## src/rtl/argon_regfile_sequencer_if.sv

```systemverilog
// Bundle of request, regfile bus and execute-unit signals of the sequencer.
// master: sequencer side; slave: decoder/regfile/ALU side.
interface argon_regfile_sequencer_if #(
    parameter int WIDTH = 16
);
    logic             i_reqValid;
    logic             o_reqReady;
    logic [3:0]       i_reqRs1;
    logic [3:0]       i_reqRs2;
    logic [3:0]       i_reqRd;
    logic             i_reqWrite;
    logic [WIDTH-1:0] o_busData;
    logic             o_busValid;
    logic             o_selectLatch;
    logic             o_outputA;
    logic             o_outputB;
    logic             o_latchC;
    logic [WIDTH-1:0] i_rfData;
    logic             o_exValid;
    logic [WIDTH-1:0] o_exA;
    logic [WIDTH-1:0] o_exB;
    logic             i_exDone;
    logic [WIDTH-1:0] i_exResult;
    logic             o_done;
    logic             o_timeout;

    modport master (
        input  i_reqValid, i_reqRs1, i_reqRs2, i_reqRd, i_reqWrite,
        input  i_rfData, i_exDone, i_exResult,
        output o_reqReady, o_busData, o_busValid, o_selectLatch,
        output o_outputA, o_outputB, o_latchC,
        output o_exValid, o_exA, o_exB, o_done, o_timeout
    );

    modport slave (
        output i_reqValid, i_reqRs1, i_reqRs2, i_reqRd, i_reqWrite,
        output i_rfData, i_exDone, i_exResult,
        input  o_reqReady, o_busData, o_busValid, o_selectLatch,
        input  o_outputA, o_outputB, o_latchC,
        input  o_exValid, o_exA, o_exB, o_done, o_timeout
    );
endinterface

```

## src/rtl/argon_regfile_sequencer.sv

```systemverilog
// Sequences one regfile op: select, read A, read B, execute, optional write-back.
// Ports: i_Clk, i_Reset_n (async, active-low), bus (argon_regfile_sequencer_if.master).
// Option: ARGON_REGSEQ_TIMEOUT_EN adds an EXEC wait limit of TIMEOUT_CYCLES with o_timeout.
module argon_regfile_sequencer #(
    parameter int WIDTH          = 16,
    parameter int TIMEOUT_CYCLES = 255
) (
    input  logic i_Clk,
    input  logic i_Reset_n,
    argon_regfile_sequencer_if.master bus
);

    typedef enum logic [2:0] {
        S_IDLE,
        S_SELECT,
        S_READ_A,
        S_READ_B,
        S_CAP_B,
        S_EXEC,
        S_WRITE
    } state_t;

    state_t           state;
    state_t           state_nx;
    logic [3:0]       rs1;
    logic [3:0]       rs2;
    logic [3:0]       rd;
    logic             wr;
    logic [WIDTH-1:0] ex_a;
    logic [WIDTH-1:0] ex_b;
    logic [WIDTH-1:0] result;
    logic [WIDTH-1:0] bus_data;
    logic             done_q;
    logic             done_nx;
    logic             to_q;
    logic             to_nx;
    logic             accept;
    logic             commit;

    assign accept = bus.i_reqValid && bus.o_reqReady;
    // Writes to r0 are dropped entirely: no WRITE cycle.
    assign commit = wr && (rd != 4'd0);

`ifdef ARGON_REGSEQ_TIMEOUT_EN
    localparam int CW_RAW = $clog2(TIMEOUT_CYCLES + 1);
    localparam int CW     = (CW_RAW < 8) ? 8 : CW_RAW;

    logic [CW-1:0] cnt;

    // Zero whenever not in EXEC, so it starts cleared on every entry.
    always_ff @(posedge i_Clk or negedge i_Reset_n) begin
        if (!i_Reset_n) begin
            cnt <= '0;
        end else if (state != S_EXEC) begin
            cnt <= '0;
        end else if (!bus.i_exDone) begin
            cnt <= cnt + 1'b1;
        end
    end
`endif

    always_ff @(posedge i_Clk or negedge i_Reset_n) begin
        if (!i_Reset_n) begin
            state  <= S_IDLE;
            rs1    <= '0;
            rs2    <= '0;
            rd     <= '0;
            wr     <= 1'b0;
            ex_a   <= '0;
            ex_b   <= '0;
            result <= '0;
            done_q <= 1'b0;
            to_q   <= 1'b0;
        end else begin
            state  <= state_nx;
            done_q <= done_nx;
            to_q   <= to_nx;
            if (accept) begin
                rs1 <= bus.i_reqRs1;
                rs2 <= bus.i_reqRs2;
                rd  <= bus.i_reqRd;
                wr  <= bus.i_reqWrite;
            end
            // Regfile output is registered: A appears during READ_B, B during CAP_B.
            if (state == S_READ_B) begin
                ex_a <= bus.i_rfData;
            end
            if (state == S_CAP_B) begin
                ex_b <= bus.i_rfData;
            end
            if (state == S_EXEC && bus.i_exDone) begin
                result <= bus.i_exResult;
            end
        end
    end

    always_comb begin
        state_nx = state;
        done_nx  = 1'b0;
        to_nx    = 1'b0;
        unique case (state)
            S_IDLE: begin
                if (accept) begin
                    state_nx = S_SELECT;
                end
            end
            S_SELECT: state_nx = S_READ_A;
            S_READ_A: state_nx = S_READ_B;
            S_READ_B: state_nx = S_CAP_B;
            S_CAP_B:  state_nx = S_EXEC;
            S_EXEC: begin
                if (bus.i_exDone) begin
                    state_nx = commit ? S_WRITE : S_IDLE;
                    done_nx  = !commit;
                end
`ifdef ARGON_REGSEQ_TIMEOUT_EN
                else if (cnt == CW'(TIMEOUT_CYCLES - 1)) begin
                    state_nx = S_IDLE;
                    to_nx    = 1'b1;
                end
`endif
            end
            S_WRITE: state_nx = S_IDLE;
            default: state_nx = S_IDLE;
        endcase
    end

    always_comb begin
        bus_data = '0;
        if (state == S_SELECT) begin
            bus_data = WIDTH'({rd, rs2, rs1});
        end else if (state == S_WRITE) begin
            bus_data = result;
        end
    end

    assign bus.o_reqReady    = (state == S_IDLE) && i_Reset_n;
    assign bus.o_busData     = bus_data;
    assign bus.o_busValid    = (state == S_SELECT) || (state == S_WRITE);
    assign bus.o_selectLatch = (state == S_SELECT);
    assign bus.o_outputA     = (state == S_READ_A);
    assign bus.o_outputB     = (state == S_READ_B);
    assign bus.o_latchC      = (state == S_WRITE);
    assign bus.o_exValid     = (state == S_EXEC);
    assign bus.o_exA         = ex_a;
    assign bus.o_exB         = ex_b;
    assign bus.o_done        = (state == S_WRITE) || done_q;
    assign bus.o_timeout     = to_q;

endmodule
```

## src/flat_wrapper.sv

```systemverilog
// flat-port wrapper written by rule: the top's interface ports become plain ports
module argon_regfile_sequencer_flat 
#(
    parameter int WIDTH          = 16,
    parameter int TIMEOUT_CYCLES = 255
)
  (i_Clk, i_Reset_n, bus_i_reqValid, bus_i_reqRs1, bus_i_reqRs2, bus_i_reqRd, bus_i_reqWrite, bus_i_rfData, bus_i_exDone, bus_i_exResult, bus_o_reqReady, bus_o_busData, bus_o_busValid, bus_o_selectLatch, bus_o_outputA, bus_o_outputB, bus_o_latchC, bus_o_exValid, bus_o_exA, bus_o_exB, bus_o_done, bus_o_timeout);
  argon_regfile_sequencer_if #(.WIDTH(WIDTH)) bus_i ();
  input  logic i_Clk;
  input  logic i_Reset_n;
  input wire logic [$bits(bus_i.i_reqValid)-1:0] bus_i_reqValid;
  input wire logic [$bits(bus_i.i_reqRs1)-1:0] bus_i_reqRs1;
  input wire logic [$bits(bus_i.i_reqRs2)-1:0] bus_i_reqRs2;
  input wire logic [$bits(bus_i.i_reqRd)-1:0] bus_i_reqRd;
  input wire logic [$bits(bus_i.i_reqWrite)-1:0] bus_i_reqWrite;
  input wire logic [$bits(bus_i.i_rfData)-1:0] bus_i_rfData;
  input wire logic [$bits(bus_i.i_exDone)-1:0] bus_i_exDone;
  input wire logic [$bits(bus_i.i_exResult)-1:0] bus_i_exResult;
  output wire logic [$bits(bus_i.o_reqReady)-1:0] bus_o_reqReady;
  output wire logic [$bits(bus_i.o_busData)-1:0] bus_o_busData;
  output wire logic [$bits(bus_i.o_busValid)-1:0] bus_o_busValid;
  output wire logic [$bits(bus_i.o_selectLatch)-1:0] bus_o_selectLatch;
  output wire logic [$bits(bus_i.o_outputA)-1:0] bus_o_outputA;
  output wire logic [$bits(bus_i.o_outputB)-1:0] bus_o_outputB;
  output wire logic [$bits(bus_i.o_latchC)-1:0] bus_o_latchC;
  output wire logic [$bits(bus_i.o_exValid)-1:0] bus_o_exValid;
  output wire logic [$bits(bus_i.o_exA)-1:0] bus_o_exA;
  output wire logic [$bits(bus_i.o_exB)-1:0] bus_o_exB;
  output wire logic [$bits(bus_i.o_done)-1:0] bus_o_done;
  output wire logic [$bits(bus_i.o_timeout)-1:0] bus_o_timeout;
  assign bus_i.i_reqValid = bus_i_reqValid;
  assign bus_i.i_reqRs1 = bus_i_reqRs1;
  assign bus_i.i_reqRs2 = bus_i_reqRs2;
  assign bus_i.i_reqRd = bus_i_reqRd;
  assign bus_i.i_reqWrite = bus_i_reqWrite;
  assign bus_i.i_rfData = bus_i_rfData;
  assign bus_i.i_exDone = bus_i_exDone;
  assign bus_i.i_exResult = bus_i_exResult;
  assign bus_o_reqReady = bus_i.o_reqReady;
  assign bus_o_busData = bus_i.o_busData;
  assign bus_o_busValid = bus_i.o_busValid;
  assign bus_o_selectLatch = bus_i.o_selectLatch;
  assign bus_o_outputA = bus_i.o_outputA;
  assign bus_o_outputB = bus_i.o_outputB;
  assign bus_o_latchC = bus_i.o_latchC;
  assign bus_o_exValid = bus_i.o_exValid;
  assign bus_o_exA = bus_i.o_exA;
  assign bus_o_exB = bus_i.o_exB;
  assign bus_o_done = bus_i.o_done;
  assign bus_o_timeout = bus_i.o_timeout;
  argon_regfile_sequencer #(.WIDTH(WIDTH), .TIMEOUT_CYCLES(TIMEOUT_CYCLES)) u_core (.i_Clk(i_Clk), .i_Reset_n(i_Reset_n), .bus(bus_i));
endmodule
```

## config.mk

```make
export PLATFORM = sky130hd
export DESIGN_NAME = argon_regfile_sequencer_flat
export DESIGN_NICKNAME = d
export VERILOG_FILES = /design/src/rtl/argon_regfile_sequencer_if.sv /design/src/rtl/argon_regfile_sequencer.sv /design/src/flat_wrapper.sv
export SDC_FILE = /design/constraint.sdc
export NUM_CORES = 1
export LEC_CHECK = 0
export CAP_MARGIN = 10
export CORE_UTILIZATION = 47
export CTS_BUF_LIST = sky130_fd_sc_hd__clkbuf_16
export DETAILED_ROUTE_END_ITERATION = 6
export GPL_TIMING_DRIVEN = 0
export PLACE_DENSITY_LB_ADDON = 0.2
export SLEW_MARGIN = 20
export SYNTH_ARGS = -nofsm -noshare
export SYNTH_HDL_FRONTEND = slang
export SYNTH_SLANG_ARGS = --single-unit
```

## constraint.sdc

```tcl
create_clock -name i_Clk -period 3.9 [get_ports i_Clk]
set_input_delay 0.585 -clock i_Clk [delete_from_list [all_inputs] [get_ports i_Clk]]
set_output_delay 0.585 -clock i_Clk [all_outputs]
set_load 0.01 [all_outputs]
```

Word-level counts from Yosys, hierarchy flattened
Cells that the tools add are included.

storage, ports and cells
  register bits = 65
  bits in latches = 0
  bits in writable memories = 0
  ROM bits = 0
  input port bits = 49
  output and inout port bits = 57
  word-level logic and storage cells = 35
  memories kept = 0

cells by class
  add/subtract/negate cells = 0
  $mul = 0
  div/mod/pow operators = 0
  $lt $le $gt $ge = 0
  equality and inequality tests = 8
  shifts and indexed selects = 0
  muxes and demuxes = 8
  bitwise gates (word level) = 0
  reductions and logical operators = 10

operator list
  kind                  number
  $mux W16              2
  $pmux W3 S6           1
  $eq A3 B3 Y1 const B  3
  $mux W3               3
  $eq A3 B2 Y1 const B  2
  $logic_and A1 B1 Y1   4
  $reduce_bool A4 Y1    1
  $eq A3 B1 Y1 const B  1
  $logic_not A3 Y1      1
  $logic_or A1 B1 Y1    2
  $mux W1               2
  $ne A2 B1 Y1 const B  1
  $ne A2 B2 Y1 const B  1
  $reduce_and A2 Y1     1
  $logic_not A1 Y1      1

Longest topological paths before layout
Gate-level depths: netlist of run 1.

  depth in word-level cells = 5
  gate-level depth with buffers = 5
  gate-level depth less buffers = 3

Least setup slack after synthesis of run 1
OpenSTA, ideal clock, no wires.

  path type = flip-flop to output port
  start point = register u_core.state[1]
  end point = output port bus_o_busData[10]
  arrival time = 1.429 ns
  data required time = 3.315 ns
  setup slack = 1.886 ns
  cell stages (with the launch flop) = 6
  path buffers = 2
  path through = dfrtp_1 buf_6 and2b_1 nor2b_1 buf_4 a22o_1

on the way
  elaborated cells between the ends (all ways) = 4
  those cells by class = eq/ne (2); mux (2)

RTL lines
  element                 line                            text
  start, declared         argon_regfile_sequencer.sv:23   state_t state;
  start signal, assigned  argon_regfile_sequencer.sv:75   state <= state_nx;
  $eq A3 B1 Y1            --
  net bus_o_selectLatch   flat_wrapper.sv:22              output wire logic [$bits(bus_i.o_selectLatch)-1:0] bus_o_selectLatch;
  $mux W16                argon_regfile_sequencer.sv:130  if (state == S_SELECT) begin
  end, declared           flat_wrapper.sv:20              output wire logic [$bits(bus_i.o_busData)-1:0] bus_o_busData;

The timed path passes the listed nets, and every way through them passes these cells.

Worst setup path after layout of run 1
  start point = register u_core.state[1]
  end point = output port bus_o_busData[11]

on the way
  cells in the longest elaborated chain, start to end = 3
  elaborated cells between the ends (all ways) = 4
  those cells by class = eq/ne (2); mux (2)

RTL lines
  element       line                            text
  $eq A3 B3 Y1  argon_regfile_sequencer.sv:132  end else if (state == S_WRITE) begin
  $mux W16      argon_regfile_sequencer.sv:132
  $mux W16 *    argon_regfile_sequencer.sv:130

Mark *: on every way between the ends. The rest lies on a longest branch, timed or not.

==> results of run 1 <==
## worst paths after layout
path | endpoint | start | slack [ns] | depth (start not counted)
setup / recovery | bus_o_busData[11] | u_core.state[1] | 0.82 | 6
hold / removal | u_core.bus.o_exA[15] | i_Reset_n | 0.19 | 1
setup reg to reg | u_core.bus.o_exB[12] | u_core.state[0] | 2.09 | 4
hold reg to reg | u_core.result[5] | u_core.result[5] | 0.50 | 1
max in group asynchronous | u_core.result[14] | i_Reset_n | 3.19 | 2
min in group i_Clk | u_core.result[5] | u_core.result[5] | 0.50 | 1
## registers in the layout (all words and copies together) (netlist names)
register / flops
u_core.rs2: 4
u_core.bus.o_exA: 16
u_core.rs1: 4
u_core.done_q: 1
u_core.state: 3
u_core.bus.o_exB: 16
u_core.rd: 4
u_core.result: 16
u_core.wr: 1
## cells by family (layout without fill, tap and decap cells)
family | count (synthesis) | in the layout | synth area share, %
flip-flops | 65 | 65 | 59.04
AND/OR/NAND/NOR | 21 | 21 | 6.222
buffers and inverters | 12 | 132 | 3.133
other | 1 | 1 | 0.1361
multiplexers | 61 | 61 | 26.29
AO/OA/AOI/OAI | 17 | 17 | 5.177
## report_power, final
| part | leakage [µW] | switching, µW | internal [µW] |
|---|---|---|---|
| registers | 0.000779 | 177 | 1010 |
| logic | 0.000908 | 501 | 892 |
| clock network | 0.000131 | 253 | 415 |
## metrics by stage
stage	TNS, ns	instance area, µm²
after floorplan	0	2755
after global placement	-9.088	3886
after CTS	0	4158
after global routing	0	4158
final	0	4158
after detailed placement	0	3904
## routing by layer
layer / track usage, % / share of wire (%)
met5: 0 / 0
met2: 32.96 / 49
met1: 25.67 / 43
met4: 8.333 / 1.3
met3: 5.698 / 6.2
## cell usage after synthesis
library cell | count | area share [%]
dfrtp_1 | 65 | 59
mux2_2 | 51 | 21
a22o_1 | 12 | 3.8
mux2_4 | 10 | 5.4
buf_4 | 6 | 1.6
and2_1 | 5 | 1.1
buf_2 | 3 | 0.54
buf_6 | 2 | 0.82
o21ai_0 | 2 | 0.36
or2_2 | 2 | 0.45
a211oi_1 | 1 | 0.27
a221oi_1 | 1 | 0.32
and2b_1 | 1 | 0.27
and3_1 | 1 | 0.23
and3b_1 | 1 | 0.32
conb_1 | 1 | 0.14
inv_1 | 1 | 0.14
nand2_1 | 1 | 0.14
nand2_2 | 1 | 0.23
nand2b_1 | 1 | 0.23
nand3_4 | 1 | 0.64
nand3b_2 | 1 | 0.41
nor2_1 | 1 | 0.14
nor2b_1 | 1 | 0.23
nor3b_1 | 1 | 0.27
nor3b_2 | 1 | 0.45
nor4b_4 | 1 | 0.86
o41a_1 | 1 | 0.41
or3_1 | 1 | 0.23
## final cells by class
| type | instances | area, µm² | area share (%) |
|---|---|---|---|
| Clock buffer | 9 | 225.2 | 5.417 |
| Buffer | 11 | 82.58 | 1.986 |
| Timing Repair Buffer | 105 | 1059 | 25.46 |
| Tap cell | 72 | 90.09 | 2.167 |
| Inverter | 1 | 3.754 | 0.09028 |
| Clock inverter | 6 | 28.78 | 0.6921 |
| Multi-Input combinational cell | 100 | 1042 | 25.07 |
| Sequential cell | 65 | 1627 | 39.12 |
==> key figures, run 1 <==
Detailed routing
  • Routed vias: 1,864
  • 1st-iter DRT viols: 43
  • Post-Route WL: 5.790 mm
  • Via density: 5.051
  • # DRC: 0
  • Antenna viol nets, final: 0
  • Detailed Routing Iterations Pass 1: 4
  • Drt wl/cell: 15.69 µm

GRT
  • First-pass GRT wire length: 9.501 mm
  • Total GRT Usage: 20.39%
  • Vias in the first global route: 1,939
  • Largest net degree at the start of global routing: 37
  • Initial antenna violation count: 0
  • Gr ovfl total: 0

Timing
  • Worst-margin pin slew: 0.5938 ns
  • Final Hold Violating Endpoints: 0
  • Fin. max-slew vios: 0
  • Worst Slack Setup Final: 0.8159 ns
  • Final Cycle Share: 79.08%
  • Hold WS: 0.1948 ns
  • RSZ-0062 raised after global routing: no
  • Clock skew: 0.007991 ns
  • Minimum clock period: 3.084 ns
  • Slew headroom: 60.24%
  • Fmax: 324.2 MHz
  • Final setup fails: 0

Floorplanning
  • Rows: 27
  • Die area: 6172 µm²
  • Chip width: 78.57 µm
  • Initial Utilization: 49.43%
  • Die Y: 78.57 µm
  • # IOs: 106
  • Core ar.: 5574 µm²

Pwr
  • Static Leak: 0.001818 µW
  • Worst IR Drop VDD: 0.5041 mV
  • Pwr Density: 782.1 nW/µm²
  • Design Power: 3252 µW

CTS
  • Num Clock Sinks: 65
  • Hold-fix buffers, CTS: 0
  • CTS Buffer Depth: 2
  • Skew-Pair Late Insertion Delay: 0.31 ns
  • Root Driver: clkbuf_16
  • Num CTS Buffers: 9
  • # resized after CTS: 0
  • CTS tree: yes
  • H-Tree Depth: 3
  • # Post-CTS Setup Buffers: 0
  • Clock transition at the registers of the reported paths: 0.05 ns

Critical path
  • Buf+Inv Stages, Crit Path: 3
  • Critical path's largest stage delay: 0.55 ns
  • Slowest stage cell on the critical path: clkdlybuf4s50_1
  • CP Launch Type: flop
  • CP Cell Sequence: buf_6, and2b_1, nor2b_1, buf_4, a22o_1, clkdlybuf4s50_1
  • Crit path max fanout: 10
  • Dominant delay contributor by cell family on the critical path: buffers and inverters
  • Critical path data required time: 3.31 ns
  • Crit Path Category: reg -> out
  • Critical path capture point type: primary output
  • WP data arrival: 2.50 ns

Logic synthesis
  • Yosys Warn Count: 0
  • Mapped cell area: 2755 µm²
  • Mapped Cells: 177
  • Mapped Nets: 226
  • Syn avg cell area: 15.57 µm²
  • #FFs+latches synth: 65
  • Seq/Total Area, Yosys: 59.04%
  • Synth unique cells: 29

Placement
  • Post-DP HPWL: 4.145 mm
  • GPL Wtd Cong: 0.6914
  • Port bufs: 104
  • Placed cell count: 354
  • Post-Place Setup Slack: 1.159 ns

Final layout
  • Fill cells: 381
  • Synthesis-to-finish area growth: 50.91%
  • Final core utilization: 74.59%
  • Most frequent cells in the layout: clkdlybuf4s50_1, dfrtp_1, mux2_2
  • Commonest non-fill, non-tap cell in the layout: clkdlybuf4s50_1
  • Fin cells: 369
  • Ant. Diodes: 0
  • Share of layout cells above drive strength 1: 31.31%
  • Final net count: 342

Worst hold path
  • Hold WC Path Type: in -> async

Job
  • Maxcap violations: 0

Run status
  • Outcome: finished, final reports clean
Note: power is estimated with default switching activity, not from simulation.
==> run 2, diff against run 1 <==
Settings changed: CORE_UTILIZATION 47 to 39.
Clock period 3.9 ns to 2.8 ns, I/O delays scaled along.
==> key figures, run 2 (synthesized netlist as in run 1, its figures left out) <==
Final layout
  • Share of layout cells above drive strength 1: 32.44%
  • Commonest non-fill, non-tap cell in the layout: clkdlybuf4s50_1
  • Synthesis-to-finish area growth: 55.00%
  • Most frequent cells in the layout: clkdlybuf4s50_1, dfrtp_1, mux2_2
  • Final net count: 343
  • Fill cells: 554
  • Ant. Diodes: 0

Pwr
  • Sequential share of power: 34.7%
  • Worst IR Drop VDD: 0.6263 mV
  • Switch Pwr: 1337 µW
  • Internal power: 3431 µW
  • Design Power: 4767 µW
  • Comb power frac: 41.0%
  • Switching share of power: 28.04%
  • Static Leak: 0.001853 µW
  • Clk pwr share: 24.2%
  • Pwr Density: 1116 nW/µm²

Timing
  • Slew headroom: 60.17%
  • Final Cycle Share: 95.07%
  • Final Hold Violating Endpoints: 0
  • RSZ-0062 raised after global routing: no
  • Final setup fails: 0
  • Fmax: 375.7 MHz
  • Fin. max-slew vios: 0
  • Worst-margin pin slew: 0.5948 ns
  • Hold WS: 0.08756 ns
  • Minimum clock period: 2.662 ns
  • Clock skew: 0.003712 ns

CTS
  • Num Clock Sinks: 65
  • Skew-Pair Late Insertion Delay: 0.32 ns
  • CTS tree: yes
  • Root Driver: clkbuf_16
  • Num CTS Buffers: 9
  • Clock transition at the registers of the reported paths: 0.05 ns
  • # Post-CTS Setup Buffers: 0
  • H-Tree Depth: 3
  • CTS Buffer Depth: 2

Placement
  • Post-DP HPWL: 4.300 mm
  • Port bufs: 104
  • GPL Wtd Cong: 0.6848

Floorplanning
  • Rows: 30
  • Die area: 7405 µm²
  • # IOs: 106
  • Chip width: 86.05 µm
  • Core ar.: 6794 µm²
  • Die Y: 86.05 µm
  • Initial Utilization: 40.55%

Critical path
  • R2R depth: 4
  • Worst reg-to-reg setup slack: 0.99 ns
  • Crit Path Category: reg -> out
  • Critical path launch point: u_core.state[1]
  • Critical path capture point type: primary output
  • Crit path max fanout: 10
  • Critical path data required time: 2.38 ns
  • CP Launch Type: flop
  • WP data arrival: 2.24 ns
  • Worst reg2reg endpoint: u_core.bus.o_exB[1]
  • Critical path destination: bus_o_busData[10]
  • Reg2reg start: u_core.state[1]

Detailed routing
  • Met2 wire len: 2.890 mm
  • Detailed Routing Iterations Pass 1: 2
  • WL met1: 2.806 mm
  • DR top layer: met4
  • 1st-iter DRT viols: 90
  • Via density: 4.671
  • Post-Route WL: 6.108 mm
  • Drt wl/cell: 15.46 µm
  • # DRC: 0
  • Routed vias: 1,845
  • Met3 wire length: 324 µm
  • Antenna viol nets, final: 0

GRT
  • First-pass GRT wire length: 9.818 mm
  • Largest net degree at the start of global routing: 56
  • Total GRT Usage: 17.66%
  • Initial antenna violation count: 0
  • Vias in the first global route: 1,914
  • Gr ovfl total: 0

Job
  • Maxcap violations: 0

Run status
  • Outcome: finished, final reports clean

Worst hold path
  • Hold WC Path Type: in -> async
-- run 2: critical path: stages, from the launching register on --
cell and delay (ns):
dfrtp_1 0.37, buf_6 0.14, and2b_1 0.28, nor2b_4 0.24, buf_4 0.21, a22o_1 0.16
clkdlybuf4s50_1 0.53
-- run 2: per-layer routing --
metal / vias up / GRT usage (%)
li1: 869 / -
met2: 58 / 26.62
met5: - / 0
met3: 7 / 4.909
met1: 911 / 23.66
met4: 0 / 8.182
-- run 2: metrics by stage --
| step | cell area [µm²] | worst slack, ns | TNS, ns | cells | utilization [%] |
|---|---|---|---|---|---|
| after global routing | 4270 | 0.01331 | 0 | 395 | 62.85 |
| after global placement | 3916 | -1.949 | -85.76 | 377 | 57.64 |
| after CTS | 4265 | 0.05377 | 0 | 395 | 62.78 |
| final | 4270 | 0.1380 | 0 | 395 | 62.85 |
| after detailed placement | 3941 | 0.2784 | 0 | 378 | 58.01 |
| after floorplan | 2755 | 0.9512 | 0 | 177 | - |
-- run 2: final cells by class --
class | count | area (µm²) | share of cell area (%)
Clock buffer | 9 | 225.2 | 5.274
Clock inverter | 7 | 86.33 | 2.022
Timing Repair Buffer | 106 | 1076 | 25.20
Tap cell | 96 | 120.1 | 2.813
Inverter | 1 | 3.754 | 0.08790
Sequential cell | 65 | 1627 | 38.09
Multi-Input combinational cell | 100 | 1050 | 24.58
Buffer | 11 | 82.58 | 1.934
-- run 2: what timing repair did --
| action | CTS | global route |
|---|---|---|
| hold buffers | 1 | 0 |
| gates resized for setup | 1 | 1 |
| setup endpoints to repair | 9 | 9 |
| endpoints found under the hold margin | 11 | 0 |
-- run 2: power groups by stage --
stage	logic, µW	registers, µW	clock network [µW]
6_report	1960	1660	1150
5_1_grt	2080	1720	1210
4_1_cts	1980	1660	1180
3_5_place_dp	1960	1660	0
3_3_place_gp	1940	1640	0
2_1_floorplan	926	1730	0
-- run 2: worst min path at each step --
stage	endpoint
after floorplan	u_core.bus.o_exA[0]
after global placement	u_core.result[15]
after detailed placement	u_core.rs2[2]
after CTS	u_core.rs2[1]
after global routing	u_core.rs2[1]
final	u_core.wr
